## src/rtl/alarm_trigger.sv

```systemverilog
// Alarm time-compare and ring control (idle / ringing / snoozed) feeding led_alarm.
// Optional snooze support is built only when ALARM_SNOOZE_EN is defined.
module alarm_trigger #(
  parameter int RING_SECONDS   = 60,
  parameter int SNOOZE_SECONDS = 300,
  parameter int MAX_SNOOZES    = 3
) (
  input  logic       clk,
  input  logic       reset,
  input  logic       tick_1hz,
  input  logic [4:0] cur_hours,
  input  logic [5:0] cur_minutes,
  input  logic [5:0] cur_seconds,
  input  logic [4:0] alm_hours,
  input  logic [5:0] alm_minutes,
  input  logic       alarm_en,
  input  logic       dismiss,
  input  logic       snooze,
  output logic       alarm,
  output logic       snoozed,
  output logic [1:0] snooze_count
);

  localparam int RING_W = $clog2(RING_SECONDS + 1);
  localparam logic [RING_W-1:0] RING_LOAD = RING_W'(RING_SECONDS);

  localparam logic [1:0] IDLE    = 2'd0;
  localparam logic [1:0] RINGING = 2'd1;
  localparam logic [1:0] SNOOZED = 2'd2;

  logic [1:0]        state_reg, state_next;
  logic [RING_W-1:0] ring_cnt_reg, ring_cnt_next;
  logic              block_reg, block_next;
  logic              alarm_reg, snoozed_reg;
  logic              match;

  assign match = tick_1hz && alarm_en && (cur_hours == alm_hours) &&
                 (cur_minutes == alm_minutes) && (cur_seconds == 6'd0);

`ifdef ALARM_SNOOZE_EN
  localparam int SNZ_W = $clog2(SNOOZE_SECONDS + 1);
  localparam logic [SNZ_W-1:0] SNZ_LOAD = SNZ_W'(SNOOZE_SECONDS);
  localparam logic [1:0] SNOOZE_MAX = 2'(MAX_SNOOZES);

  logic [SNZ_W-1:0] snz_cnt_reg, snz_cnt_next;
  logic [1:0]       scount_reg, scount_next;
`endif

  always_comb begin
    state_next    = state_reg;
    ring_cnt_next = ring_cnt_reg;
    block_next    = block_reg;
`ifdef ALARM_SNOOZE_EN
    snz_cnt_next  = snz_cnt_reg;
    scount_next   = scount_reg;
`endif
    // Leaving the alarm minute re-enables matching after a dismiss.
    if (cur_minutes != alm_minutes)
      block_next = 1'b0;

    if (!alarm_en) begin
      state_next    = IDLE;
      ring_cnt_next = '0;
`ifdef ALARM_SNOOZE_EN
      snz_cnt_next  = '0;
      scount_next   = '0;
`endif
    end else if (dismiss && (state_reg != IDLE)) begin
      state_next    = IDLE;
      ring_cnt_next = '0;
      block_next    = 1'b1;
`ifdef ALARM_SNOOZE_EN
      snz_cnt_next  = '0;
      scount_next   = '0;
    end else if (snooze && (state_reg == RINGING) && (scount_reg < SNOOZE_MAX)) begin
      state_next    = SNOOZED;
      ring_cnt_next = '0;
      snz_cnt_next  = SNZ_LOAD;
      scount_next   = scount_reg + 2'd1;
`endif
    end else begin
      case (state_reg)
        IDLE: begin
          if (match && !block_reg) begin
            state_next    = RINGING;
            ring_cnt_next = RING_LOAD;
          end
        end
        RINGING: begin
          if (tick_1hz) begin
            // This tick takes the count to zero: ring ends now.
            if (ring_cnt_reg <= RING_W'(1)) begin
              state_next    = IDLE;
              ring_cnt_next = '0;
`ifdef ALARM_SNOOZE_EN
              scount_next   = '0;
`endif
            end else begin
              ring_cnt_next = ring_cnt_reg - RING_W'(1);
            end
          end
        end
`ifdef ALARM_SNOOZE_EN
        SNOOZED: begin
          if (tick_1hz) begin
            if (snz_cnt_reg <= SNZ_W'(1)) begin
              state_next    = RINGING;
              snz_cnt_next  = '0;
              ring_cnt_next = RING_LOAD;
            end else begin
              snz_cnt_next = snz_cnt_reg - SNZ_W'(1);
            end
          end
        end
`endif
        default: state_next = IDLE;
      endcase
    end
  end

  always_ff @(posedge clk or posedge reset) begin
    if (reset) begin
      state_reg    <= IDLE;
      ring_cnt_reg <= '0;
      block_reg    <= 1'b0;
      alarm_reg    <= 1'b0;
      snoozed_reg  <= 1'b0;
    end else begin
      state_reg    <= state_next;
      ring_cnt_reg <= ring_cnt_next;
      block_reg    <= block_next;
      alarm_reg    <= (state_next == RINGING);
      snoozed_reg  <= (state_next == SNOOZED);
    end
  end

`ifdef ALARM_SNOOZE_EN
  always_ff @(posedge clk or posedge reset) begin
    if (reset) begin
      snz_cnt_reg <= '0;
      scount_reg  <= '0;
    end else begin
      snz_cnt_reg <= snz_cnt_next;
      scount_reg  <= scount_next;
    end
  end

  assign snoozed      = snoozed_reg;
  assign snooze_count = scount_reg;
`else
  logic unused_snooze;
  assign unused_snooze = snooze ^ snoozed_reg;
  assign snoozed       = 1'b0;
  assign snooze_count  = 2'd0;
`endif

  assign alarm = alarm_reg;

endmodule

```

## config.mk

```make
export PLATFORM = sky130hd
export DESIGN_NAME = alarm_trigger
export DESIGN_NICKNAME = d
export VERILOG_FILES = /design/src/rtl/alarm_trigger.sv
export SDC_FILE = /design/constraint.sdc
export NUM_CORES = 1
export LEC_CHECK = 0
export BUFFER_PORTS_ARGS = -buffer_cell sky130_fd_sc_hd__buf_4
export CORE_MARGIN = 5
export CORE_UTILIZATION = 50
export CTS_BUF_LIST = sky130_fd_sc_hd__clkbuf_2 sky130_fd_sc_hd__clkbuf_4 sky130_fd_sc_hd__clkbuf_8
export CTS_CLUSTER_DIAMETER = 30
export CTS_CLUSTER_SIZE = 28
export DETAILED_ROUTE_END_ITERATION = 10
export PLACE_DENSITY = 0.86
export SKIP_LAST_GASP = 1
export SLEW_MARGIN = 20
export SYNTH_ARGS = -nofsm -noshare
export SYNTH_HDL_FRONTEND = slang
export SYNTH_SLANG_ARGS = --single-unit
```

## constraint.sdc

```tcl
create_clock -name clk -period 4.6 [get_ports clk]
set_input_delay 0.23 -clock clk [delete_from_list [all_inputs] [get_ports clk]]
set_output_delay 0.23 -clock clk [all_outputs]
set_load 0.05 [all_outputs]
```

==> results.json <==
{
  "fin_worst_skew_ns": 0.00132,
  "syn_to_final_growth_pct": 37.3,
  "portBuffers": 33,
  "die_x_um": 49.4,
  "first_iter_violations": 8,
  "grt_pass1_vias": 847,
  "worstPathCellList": "nor3b_1 -> nand4_1 -> nor4_2 -> nor2_2 -> a221oi_1",
  "wirelength_um": 1850,
  "max_freq_ghz": 0.567,
  "clk_pin_slew_ns": 0.06,
  "start_util_pct": 52.0,
  "layout_min_cycle_time_ns": 1.76,
  "cp.arrival_ns": 1.92,
  "core_area_um2": 1490,
  "die_h_um": 49.4,
  "required_ns": 4.76,
  "clk_path_buf_depth": 2,
  "first_pass_iters": 4,
  "grt_pass1_wl_um": 3330,
  "slew-limit-headroom_pct": 56.9,
  "crit_path_start_kind": "flop",
  "synthesis.instances": 92,
  "synth_top_cell_area_share_pct": 32.3,
  "clock_latency_ns": 0.26,
  "rsz0062_at_grt": "false",
  "cts-root-buf": "clkbuf_4",
  "setup_viol": 0,
  "ys_warn_count": 0,
  "grt_overflow": 0,
  "numCtsBuffers": 3,
  "cp-startpoint": "block_reg",
  "diodes": 0,
  "p_leak_nw": 0.474,
  "antenna_found_initial": 0,
  "ys_seq_area_share_pct": 32.3,
  "largest_register_ffs": 6,
  "netlist_area_um2": 774,
  "netlist_top_cells_count": "11 x xnor2_1, 10 x dfrtp_1, 9 x nand2_1, 8 x nor2_1",
  "finalCritPeriodShare_pct": 38.3,
  "r2r_start": "block_reg",
  "die_area_um2": 2440,
  "worst_setup_path_end_kind": "flop",
  "power_density_nw_per_um2": 182,
  "peakVddDrop_mv": 0.110,
  "hold_violations": 0,
  "grt_max_degree": 11,
  "outcome": "finished clean",
  "min_from": "alarm_en",
  "fillers": 125,
  "cts_resized": 0,
  "path_max_fanout": 4,
  "io_pins": 38,
  "synth-async-reset-ratio_pct": 100,
  "viasPerCell": 5.63,
  "tns_ns": 0,
  "tightest_slew_ns": 0.641,
  "ys_ff_latch": 10,
  "synthFlopType": "dfrtp_1",
  "gp_congestion": 0.890,
  "std_cell_rows": 14,
  "critPathKind": "reg2reg",
  "drv_cap": 0,
  "synth_cell_types": 35,
  "ant_nets": 0,
  "drive_gt1_share_pct": 33.3,
  "post-route-drc-count": 0,
  "dp_hpwl_um": 1590,
  "report.final.slew_viol_count": 0,
  "synth-edff-count": 0,
  "hold_class": "in2reg",
  "cts_tree": "built",
  "nets": 167,
  "yosys.area.top_type": "dfrtp_1",
  "h-tree-depth": 1,
  "vias": 816,
  "cp_slowest_stage_delay_ns": 0.51,
  "routedWlPerCell_um": 12.8,
  "yosys-top-cells-area": "dfrtp_1 32%, xnor2_1 12%, nand2_1 4.4%",
  "gr-usage-all-layers_pct": 17.4,
  "synth.most_common_cell": "xnor2_1",
  "clkSinkCount": 10,
  "power_uw": 194,
  "slowest_stage": "nor4_2",
  "avgSynthCellArea_um2": 8.42
}
[kinds of logic (layout without fill, tap and decap cells)]
family / after synthesis / after routing / share of synthesized area, %
AO/OA/AOI/OAI: 20 / 20 / 17.3
XOR/XNOR: 11 / 11 / 12.4
adder cells (fa/ha/maj): 2 / 2 / 3.23
buffers and inverters: 8 / 42 / 5.33
flip-flops: 10 / 10 / 32.3
other: 1 / 4 / 0.484
AND/OR/NAND/NOR: 40 / 40 / 28.9
[worst max-delay path: cells and delay by family (launching register included)]
family / cells / cell delay [ns]
and+or+nand+nor: 4 / 0.99
DFF: 1 / 0.38
AOI/OAI and AO/OA: 1 / 0.29
[final cells by class]
| class | count | area, um^2 | share of cell area (%) |
|---|---|---|---|
| Tap cell | 16 | 20.0 | 1.88 |
| Sequential cell | 10 | 250 | 23.5 |
| Timing Repair Buffer | 34 | 258 | 24.2 |
| Inverter | 5 | 18.8 | 1.76 |
| Clock buffer | 3 | 22.5 | 2.12 |
| Multi-Input combinational cell | 77 | 494 | 46.5 |
[per-layer routing]
layer | up-vias | global-route usage, % | routed length, um
met5 | - | 0 | 0
met4 | 0 | 11.7 | 81
met3 | 11 | 4.59 | 205
met2 | 52 | 29.0 | 843
met1 | 357 | 18.9 | 721
li1 | 396 | - | -
[path summary, 6_finish.rpt]
check	end	slack, ns	cells after the start
setup / recovery	ring_cnt_reg[5]	2.84	5
hold / removal	block_reg	0.26	3
setup reg to reg	ring_cnt_reg[5]	2.84	5
hold reg to reg	block_reg	0.51	2
max in group asynchronous	ring_cnt_reg[2]	3.82	3
min in group asynchronous	state_reg[0]	0.51	3
[where the power goes]
| part | internal [mW] | leakage [nW] | switching [mW] |
|---|---|---|---|
| combinational | 0.0264 | 0.323 | 0.0205 |
| sequential | 0.0888 | 0.137 | 0.000799 |
| clock | 0.0301 | 0.0138 | 0.0269 |
[cells in the final DEF, fill, tap and decap left out, drive strengths merged, types with 2 or more instances in the layout]
| cell | netlist | routed |
|---|---|---|
| a211oi | 2 | 2 |
| a21oi | 6 | 6 |
| and2 | 2 | 2 |
| buf | 3 | 33 |
| clkbuf | 0 | 3 |
| conb | 1 | 4 |
| dfrtp | 10 | 10 |
| ha | 2 | 2 |
| inv | 5 | 5 |
| nand2 | 9 | 9 |
| nand3 | 3 | 3 |
| nand4 | 3 | 3 |
| nor2 | 9 | 9 |
| nor3 | 2 | 2 |
| nor4 | 3 | 3 |
| o21ai | 5 | 5 |
| or2 | 2 | 2 |
| xnor2 | 11 | 11 |
[repair_timing]
action / 4_1_cts / 5_1_grt
hold buffers: 1 / 0
endpoints found under the setup margin: 0 / 0
buffers inserted: 0 / 0
hold endpoints to repair: 10 / 0
[through the flow]
step	worst slack [ns]	utilization, %	hold slack [ns]	cell area, um^2	cells
floorplan	3.01	-	0.0702	786	95
global placement	2.85	69.2	0.229	1030	141
detailed placement	2.83	69.2	0.232	1030	141
CTS	2.84	71.4	0.250	1060	145
global route	2.71	71.4	0.309	1060	145
finish	2.84	71.4	0.257	1060	145
Note: power is estimated with default switching activity, not from simulation.
